`src/rtl/ifu_fetch_buffer.sv`:
```
// Instruction-fetch front end: one-outstanding word fetch, slot split into a FIFO, redirect flush.
// Optional perf counters: define IFU_PERF_EN to add perf_fetch_cnt / perf_stall_cnt.
module ifu_fetch_buffer #(
  parameter int ADDR_W = 64,
  parameter int DATA_W = 64,
  parameter int INST_W = 32,
  parameter int DEPTH  = 4,
  parameter logic [ADDR_W-1:0] RESET_PC = 'h8000_0000
) (
  input  logic                          clk,
  input  logic                          reset,
  input  logic                          redirect_valid,
  input  logic [ADDR_W-1:0]             redirect_pc,
  output logic                          mem_req_valid,
  input  logic                          mem_req_ready,
  output logic [ADDR_W-1:0]             mem_req_addr,
  input  logic                          mem_resp_valid,
  input  logic [DATA_W-1:0]             mem_resp_data,
  output logic                          inst_valid,
  input  logic                          inst_ready,
  output logic [INST_W-1:0]             inst,
  output logic [ADDR_W-1:0]             inst_pc,
  output logic [2:0]                    dbg_state,
  output logic [$clog2(DEPTH+1)-1:0]    dbg_count
`ifdef IFU_PERF_EN
  ,
  output logic [31:0]                   perf_fetch_cnt,
  output logic [31:0]                   perf_stall_cnt
`endif
);

  localparam int SLOTS = DATA_W / INST_W;
  localparam int IB    = $clog2(INST_W / 8);
  localparam int WB    = $clog2(DATA_W / 8);
  localparam int SW    = $clog2(SLOTS) + 1;
  localparam int PW    = (DEPTH > 1) ? $clog2(DEPTH) : 1;
  localparam int CW    = $clog2(DEPTH + 1);
  localparam logic [ADDR_W-1:0] WMASK = ~((ADDR_W'(1) << WB) - ADDR_W'(1));
  localparam logic [ADDR_W-1:0] IMASK = ~((ADDR_W'(1) << IB) - ADDR_W'(1));

  typedef enum logic [2:0] {
    S_IDLE      = 3'd0,
    S_REQ       = 3'd1,
    S_WAIT      = 3'd2,
    S_REQ_STALE = 3'd3,
    S_DROP      = 3'd4
  } state_t;

  state_t              state;
  logic [ADDR_W-1:0]   fetch_pc;
  logic [ADDR_W-1:0]   req_addr;
  logic [PW-1:0]       wptr, rptr;
  logic [CW-1:0]       count, free;
  logic [SW-1:0]       off, need, n_push;
  logic                push_en, pop, fits;
  logic [INST_W-1:0]   fifo_inst [DEPTH];
  logic [ADDR_W-1:0]   fifo_pc   [DEPTH];

  // Handshakes: a transfer happens on a rising edge where valid and ready are both high;
  // a raised mem_req_valid holds its address until accepted, responses are always accepted.
  assign off     = SW'((fetch_pc & ~WMASK) >> IB);
  assign need    = SW'(SLOTS) - off;
  assign free    = CW'(DEPTH) - count;
  assign fits    = 32'(need) <= 32'(free);
  assign push_en = (state == S_WAIT) && mem_resp_valid && !redirect_valid;
  assign n_push  = push_en ? need : '0;
  assign pop     = inst_valid && inst_ready;

  assign inst_valid   = (count != '0);
  assign inst         = fifo_inst[rptr];
  assign inst_pc      = fifo_pc[rptr];
  assign mem_req_addr = req_addr;
  assign dbg_state    = state;
  assign dbg_count    = count;

  always_ff @(posedge clk or negedge reset) begin
    if (!reset) begin
      state         <= S_IDLE;
      fetch_pc      <= RESET_PC;
      req_addr      <= '0;
      mem_req_valid <= 1'b0;
      wptr          <= '0;
      rptr          <= '0;
      count         <= '0;
      for (int i = 0; i < DEPTH; i++) begin
        fifo_inst[i] <= '0;
        fifo_pc[i]   <= '0;
      end
    end else if (redirect_valid) begin
      // Flush wins over any same-cycle pop; the in-flight request is left to drain as stale.
      fetch_pc <= redirect_pc & IMASK;
      wptr     <= '0;
      rptr     <= '0;
      count    <= '0;
      case (state)
        S_REQ: begin
          if (mem_req_ready) begin
            state         <= S_DROP;
            mem_req_valid <= 1'b0;
          end else begin
            state <= S_REQ_STALE;
          end
        end
        S_WAIT:      state <= mem_resp_valid ? S_IDLE : S_DROP;
        S_REQ_STALE: begin
          if (mem_req_ready) begin
            state         <= S_DROP;
            mem_req_valid <= 1'b0;
          end
        end
        S_DROP:      if (mem_resp_valid) state <= S_IDLE;
        default:     state <= state;
      endcase
    end else begin
      case (state)
        S_IDLE: begin
          if (fits) begin
            state         <= S_REQ;
            mem_req_valid <= 1'b1;
            req_addr      <= fetch_pc & WMASK;
          end
        end
        S_REQ: begin
          if (mem_req_ready) begin
            state         <= S_WAIT;
            mem_req_valid <= 1'b0;
          end
        end
        S_WAIT: begin
          if (mem_resp_valid) begin
            state    <= S_IDLE;
            fetch_pc <= req_addr + ADDR_W'(DATA_W / 8);
          end
        end
        S_REQ_STALE: begin
          if (mem_req_ready) begin
            state         <= S_DROP;
            mem_req_valid <= 1'b0;
          end
        end
        S_DROP:  if (mem_resp_valid) state <= S_IDLE;
        default: state <= S_IDLE;
      endcase
      // Slots below the fetch offset precede the target PC and are skipped.
      if (push_en) begin
        for (int k = 0; k < SLOTS; k++) begin
          if (k >= int'(off)) begin
            fifo_inst[PW'((int'(wptr) + k - int'(off)) % DEPTH)] <= mem_resp_data[k*INST_W +: INST_W];
            fifo_pc[PW'((int'(wptr) + k - int'(off)) % DEPTH)]   <= req_addr + ADDR_W'(k * (INST_W / 8));
          end
        end
      end
      wptr  <= PW'((int'(wptr) + int'(n_push)) % DEPTH);
      rptr  <= PW'((int'(rptr) + (pop ? 1 : 0)) % DEPTH);
      count <= count + CW'(n_push) - CW'(pop);
    end
  end

`ifdef IFU_PERF_EN
  always_ff @(posedge clk or negedge reset) begin
    if (!reset) begin
      perf_fetch_cnt <= '0;
      perf_stall_cnt <= '0;
    end else begin
      if (push_en)     perf_fetch_cnt <= perf_fetch_cnt + 32'd1;
      if (!inst_valid) perf_stall_cnt <= perf_stall_cnt + 32'd1;
    end
  end
`endif

endmodule
```
`config.mk`:
```
export PLATFORM = sky130hd
export DESIGN_NAME = ifu_fetch_buffer
export DESIGN_NICKNAME = d
export VERILOG_FILES = /design/src/rtl/ifu_fetch_buffer.sv
export SDC_FILE = /design/constraint.sdc
export NUM_CORES = 1
export LEC_CHECK = 0
export BUFFER_PORTS_ARGS = -buffer_cell sky130_fd_sc_hd__buf_2
export CELL_PAD_IN_SITES_DETAIL_PLACEMENT = 0
export CELL_PAD_IN_SITES_GLOBAL_PLACEMENT = 1
export CORE_MARGIN = 5
export CORE_UTILIZATION = 47
export DETAILED_ROUTE_END_ITERATION = 6
export HOLD_SLACK_MARGIN = 0.06
export PLACE_DENSITY = 0.81
export SETUP_SLACK_MARGIN = 0.4
export SLEW_MARGIN = 20
export SYNTH_ARGS = -nofsm -noshare
export SYNTH_HDL_FRONTEND = slang
export SYNTH_SLANG_ARGS = --single-unit
```
`constraint.sdc`:
```
create_clock -name clk -period 3.84 [get_ports clk]
set_input_delay 0.384 -clock clk [delete_from_list [all_inputs] [get_ports clk]]
set_output_delay 0.384 -clock clk [all_outputs]
set_load 0.05 [all_outputs]
```
After elaboration in Yosys (flattened, before gate mapping)

Index checks and enable logic that the tools add are counted.

Bits in registers: 520
Latch bits: 0
Memory bits (writable): 0
ROM bits: 0
Input bits: 134
Output and inout port bits: 168
Logic and storage cells: 112
Memories kept: 0

Add/subtract/negate cells: 11
Multipliers: 0
Divide/modulo/power cells: 0
Order comparisons: 8
Equality and inequality tests: 8
Shift operators: 0
Muxes and demuxes: 48
Bitwise gates (word level): 4
Reduce and logical (&&, ||, !) cells: 18

Operators with widths:

| cell                                                                         | number |
|---|---|
| 256-bit two-way mux                                                          | 4 |
| 256-bit bitwise mux                                                          | 2 |
| 128-bit two-way mux                                                          | 4 |
| 64-bit two-way mux                                                           | 7 |
| 128-bit bitwise mux                                                          | 2 |
| 64-bit demux with 2-bit select                                               | 2 |
| 64-bit binary-select mux with 2-bit select                                   | 1 |
| 32-bit demux with 2-bit select                                               | 2 |
| 32-bit two-way mux                                                           | 4 |
| 64-bit by 3-bit adder with 64-bit output, second input constant              | 1 |
| 64-bit by 4-bit adder with 64-bit output, second input constant              | 1 |
| 32-bit binary-select mux with 2-bit select                                   | 1 |
| 3-bit two-way mux                                                            | 8 |
| 3-bit case mux with 4 select lines                                           | 2 |
| 3-bit AND reduction                                                          | 3 |
| 3-bit by 2-bit == test with 1-bit output, second input constant              | 2 |
| 2-bit by 3-bit >= comparator with 1-bit output, second input constant        | 2 |
| 2-bit two-way mux                                                            | 3 |
| 3-bit != test, second input constant                                         | 2 |
| 2-bit nonzero test                                                           | 3 |
| 1-bit logical AND                                                            | 5 |
| 1-bit two-way mux                                                            | 5 |
| 5-bit by 1-bit != test with 1-bit output, second input constant              | 1 |
| 2-bit by 1-bit less-than comparator with 1-bit output, second input constant | 2 |
| 23 further kinds                                                             | 28 |

Depth between registers and ports, before layout

Depth in word-level cells: 12
Gate-level depth with buffers: 16
Depth with buffers taken out: 12

Worst setup path before layout

OpenSTA, ideal clock, no wires.

Kind: register -> register
From: register state[1], in the netlist dbg_state[1]
To: register count[2], in the netlist dbg_count[2]
Library setup time: 0.132 ns
Arrival: 3.231 ns
Required time: 3.708 ns
Slack: 0.478 ns
Cell stages (with the launch flop): 17
Buffers on the path: 4
Clock period less this slack: 3.362 ns
Cell sequence: dfrtp_1 > buf_2 > and2b_1 > and3b_1 > clkbuf_1 > nand2_1 > clkbuf_1 > clkbuf_1 > nor2_1 > inv_1 > ha_1 > inv_1 > ha_1 > inv_1 > fa_1 > xnor2_1 > nor2_1

Cells in the longest elaborated chain, start to end: 7

RTL lines:

| item                                        | RTL line | text |
|---|---|---|
| start, declared                             | 49       | `state_t state;` |
| start signal, assigned                      | 104      | `S_WAIT: state <= mem_resp_valid ? S_IDLE : S_DROP;` |
| start signal, assigned                      | 112      | `default: state <= state;` |
| 3-bit by 2-bit == test with 1-bit output    | 65       | `assign push_en = (state == S_WAIT) && mem_resp_valid && !redirect_valid;` |
| 1-bit logical AND (2 in series)             | 65       |  |
| 2-bit two-way mux                           | 66       | `assign n_push = push_en ? need : '0;` |
| 3-bit by 2-bit adder with 3-bit output      | 155      | `count <= count + CW'(n_push) - CW'(pop);` |
| 3-bit by 1-bit subtractor with 3-bit output | 155      |  |
| 3-bit two-way mux                           | 89       | `end else if (redirect_valid) begin` |
| end signal, assigned                        | 155      |  |
| end, declared                               | 53       | `logic [CW-1:0] count, free;` |

Every way passes these cells.
A chain may end at the register's enable or synchronous reset.

Worst setup path in the final report

From: register count[0], in the netlist dbg_count[0]
To: register req_addr[59], in the netlist mem_req_addr[59]

Cells in the longest elaborated chain, start to end: 3

RTL lines:

| item                                                      | RTL line | text |
|---|---|---|
| 3-bit subtractor                                          | 63       | `assign free = CW'(DEPTH) - count;` |
| 2-bit by 3-bit less-or-equal comparator with 1-bit output | 64       | `assign fits = 32'(need) <= 32'(free);` |
| 3-bit AND reduction (no line)                             | --       |  |
| end signal, assigned                                      | 120      | `req_addr <= fetch_pc & WMASK;` |
| end, declared                                             | 51       | `logic [ADDR_W-1:0] req_addr;` |

Every way passes these cells.

==> results.yml <==
worst_hold_path:
  hold_path_class: "in2reg"
  min_path_cells: 3
  hp-start: "mem_resp_data[24]"
  hold_path_end: "fifo_inst[120]$_DFFE_PN0P_"
grt:
  antenna_found_initial: 7
  grt_max_degree: 95
  grt_usage: 0.215
  overflow: 0
  first_global_vias: 15438
  grt_pass1_wl_mm: 87.7
clocking:
  clk_pin_slew_ns: 0.06
  cts_tree: "yes"
  cts_buffer_depth: 3
  cts_max_level: 2
  clk_latency_ns: 0.60
  post_cts_buffers: 0
  numCtsBuffers: 52
  ctsRootBufferMaster: "clkbuf_16"
  cts_sinks: 510
power_and_ir_drop:
  power_frac_seq: 0.384
  power_density_mw_per_mm2: 778
  p_leak_uw: 0.0122
  p_sw_uw: 8240
  comb_power_share: 0.373
  peakVddDrop_uv: 520
  p_clk_frac: 0.243
  p_total_uw: 20100
  intPower_uw: 11900
  swShare: 0.409
synth:
  synth_top_area_share: 0.575
  synth_area_leader_cell: "dfrtp_1"
  ys_seq_area_frac: 0.577
  synthTopCellsByArea: "dfrtp_1 58%, mux4_2 9.6%, mux2_2 8.9%"
  synth_cell_types: 65
  synthCells: 1787
  ys_ff_latch: 510
  avgSynthCellArea_um2: 12.4
  synth.most_common_cell: "dfrtp_1"
  synth-edff-count: 0
  async_flop_share: 1.00
  synthTopCellsByCount: "509 x dfrtp_1, 275 x clkbuf_1, 174 x mux2_2"
  ys.flop_type: "dfrtp_1"
  synthesis.area_mm2: 0.0221
  ys_warn_count: 0
final_layout:
  layout-drive-gt1-share: 0.357
  design_area_mm2: 0.0259
  fin_nets: 2066
  area_delta_synth_final_pct: 17.0
  fillers: 3792
worst_setup_path:
  arrival_ns: 3.40
  reg2reg_to: "mem_req_addr[59]$_DFFE_PN0P_"
  cp_slowest_cell: "nor2_4"
  rr_worst_depth: 10
  slowest_delay_ns: 0.51
  cp_cell_sequence: "inv_1, ha_1, inv_1, ha_1, nor2b_1, o211ai_1, nand2_1, nor2_4, buf_12, mux2_2"
  path_buf_inv: 3
  crit_family: "simple AND/OR/NAND/NOR gates"
  critical_path_class: "reg2reg"
  timing.rr.start: "dbg_count[0]$_DFF_PN0_"
  required_ns: 4.31
  cp-end-kind: "register"
  start_kind: "register"
  r2r_slack_ns: 0.91
  critPathMaxFanout: 32
route:
  detail_route.vias_per_cell: 5.56
  vias: 14310
  ant_nets: 0
  wirelength_mm: 55.4
  dr.pass1.iters: 4
  drt_iter0_drc: 1001
  drcViolationCount: 0
  wl_per_cell_um: 21.5
sta:
  drv_slew: 0
  fmax_mhz: 341
  rsz0062_at_grt: "no"
  finalCriticalPeriod_ns: 2.93
  hold_viol: 0
  period_share: 0.764
  hold_slack_ns: 0.105
  worst_slew_pin_slew_ns: 1.04
  relSlewSlack: 0.307
  skew_ns: 0.0254
  fin_setup_tns_ns: 0
  setup_violations: 0
flow_run:
  maxCapViolations: 0
floorplan:
  start_util: 0.475
  io_pins: 302
  dieArea_mm2: 0.0515
  std_cell_rows: 79
  die_x_um: 227
  core_area_mm2: 0.0466
  die_y_um: 227
placed_design:
  port_buffers: 294
  hpwl_mm: 35.8
  gp_congestion: 0.783
  placed_area_mm2: 0.0236
run_status:
  status: "complete, no violations"
layout make-up:
cell class	instances	area, µm²	share of cell area
Sequential cell	510	12800	0.493
Clock inverter	18	155	0.00599
Clock buffer	78	1510	0.0582
Timing Repair Buffer	389	2490	0.0962
Antenna cell	7	17.5	0.000676
Multi-Input combinational cell	951	8140	0.314
Inverter	15	56.3	0.00217
Tap cell	607	759	0.0293
metrics by stage:
step / worst slack [ns] / instances / utilization
2_1_floorplan: 0.478 / 1791 / -
3_3_place_gp: 0.986 / 2409 / 0.507
3_5_place_dp: 0.938 / 2409 / 0.507
4_1_cts: 0.867 / 2568 / 0.556
5_1_grt: 0.769 / 2574 / 0.556
6_report: 0.908 / 2575 / 0.556
power by group through the flow:
stage                     logic [µW]  registers, µW  clock network [µW]
after global placement          7430           7730                   0
after detailed placement        7520           7820                   0
after CTS                       7610           7730                5020
after floorplan                 4780           8430                   0
final                           7520           7730                4900
after global routing            8010           7900                5240
kinds of logic after synthesis:
kind of cell | after synthesis | share of synthesized area
flip-flops | 510 | 0.577
AND/OR/NAND/NOR | 335 | 0.0732
buffers and inverters | 330 | 0.0588
multiplexers | 272 | 0.186
AO/OA/AOI/OAI | 269 | 0.0749
XOR/XNOR | 57 | 0.0226
adder cells (fa/ha/maj) | 13 | 0.00769
other | 1 | 0.000169
repair_timing:
action                                 CTS  global route
resized for setup                        0             0
endpoints found under the hold margin  125             0
hold buffers                            63             0
placed cells by master, fill, tap and decap left out, drive strengths merged, types with 3 or more instances in the layout:
master,instances
ha,12
nor3,15
inv,17
and2,3
o221ai,19
clkinvlp,4
nor2,37
clkinv,11
clkbuf,78
xor2,36
o21ai,133
a31o,3
and4,11
mux2,174
nand3,31
conb,5
and3,19
buf,326
nor3b,4
nor4,7
nand2,169
mux4,94
diode,7
nand4,19
a22o,3
a21o,4
a22oi,64
dlygate4sd3,63
dfrtp,509
mux2i,4
nor2b,8
xnor2,21
a21oi,29
tightest hold or removal path: stages:
cell	delay (ns)
buf_2	0.09
a22oi_1	0.05
o21ai_0	0.13
metal layers:
metal	GRT usage	up-vias	wire (µm)
li1	-	6463	-
met1	0.304	7365	24100
met5	0	-	13
met2	0.348	400	26600
met3	0.0386	80	3340
met4	0.0639	2	1350
registers in the layout, indices dropped and copies added (netlist names):
signal and flops:
mem_req_valid 1, fetch_pc 62, fifo_pc 248, fifo_inst 128, wptr 2, dbg_count 3
mem_req_addr 61, dbg_state 3, rptr 2
how the worst max path moves through the flow:
stage,from,end,depth (start not counted)
after floorplan,dbg_state[1]$_DFFE_PN0P_,dbg_count[2]$_DFF_PN0_,16
after global placement,dbg_count[0]$_DFF_PN0_,mem_req_addr[57]$_DFFE_PN0P_,10
final,dbg_count[0]$_DFF_PN0_,mem_req_addr[59]$_DFFE_PN0P_,10
after global routing,dbg_count[0]$_DFF_PN0_,mem_req_addr[59]$_DFFE_PN0P_,10
after detailed placement,dbg_count[0]$_DFF_PN0_,mem_req_addr[37]$_DFFE_PN0P_,10
after CTS,rptr[1]$_DFF_PN0_,inst[26],3
Note: power is estimated with default switching activity, not from simulation.
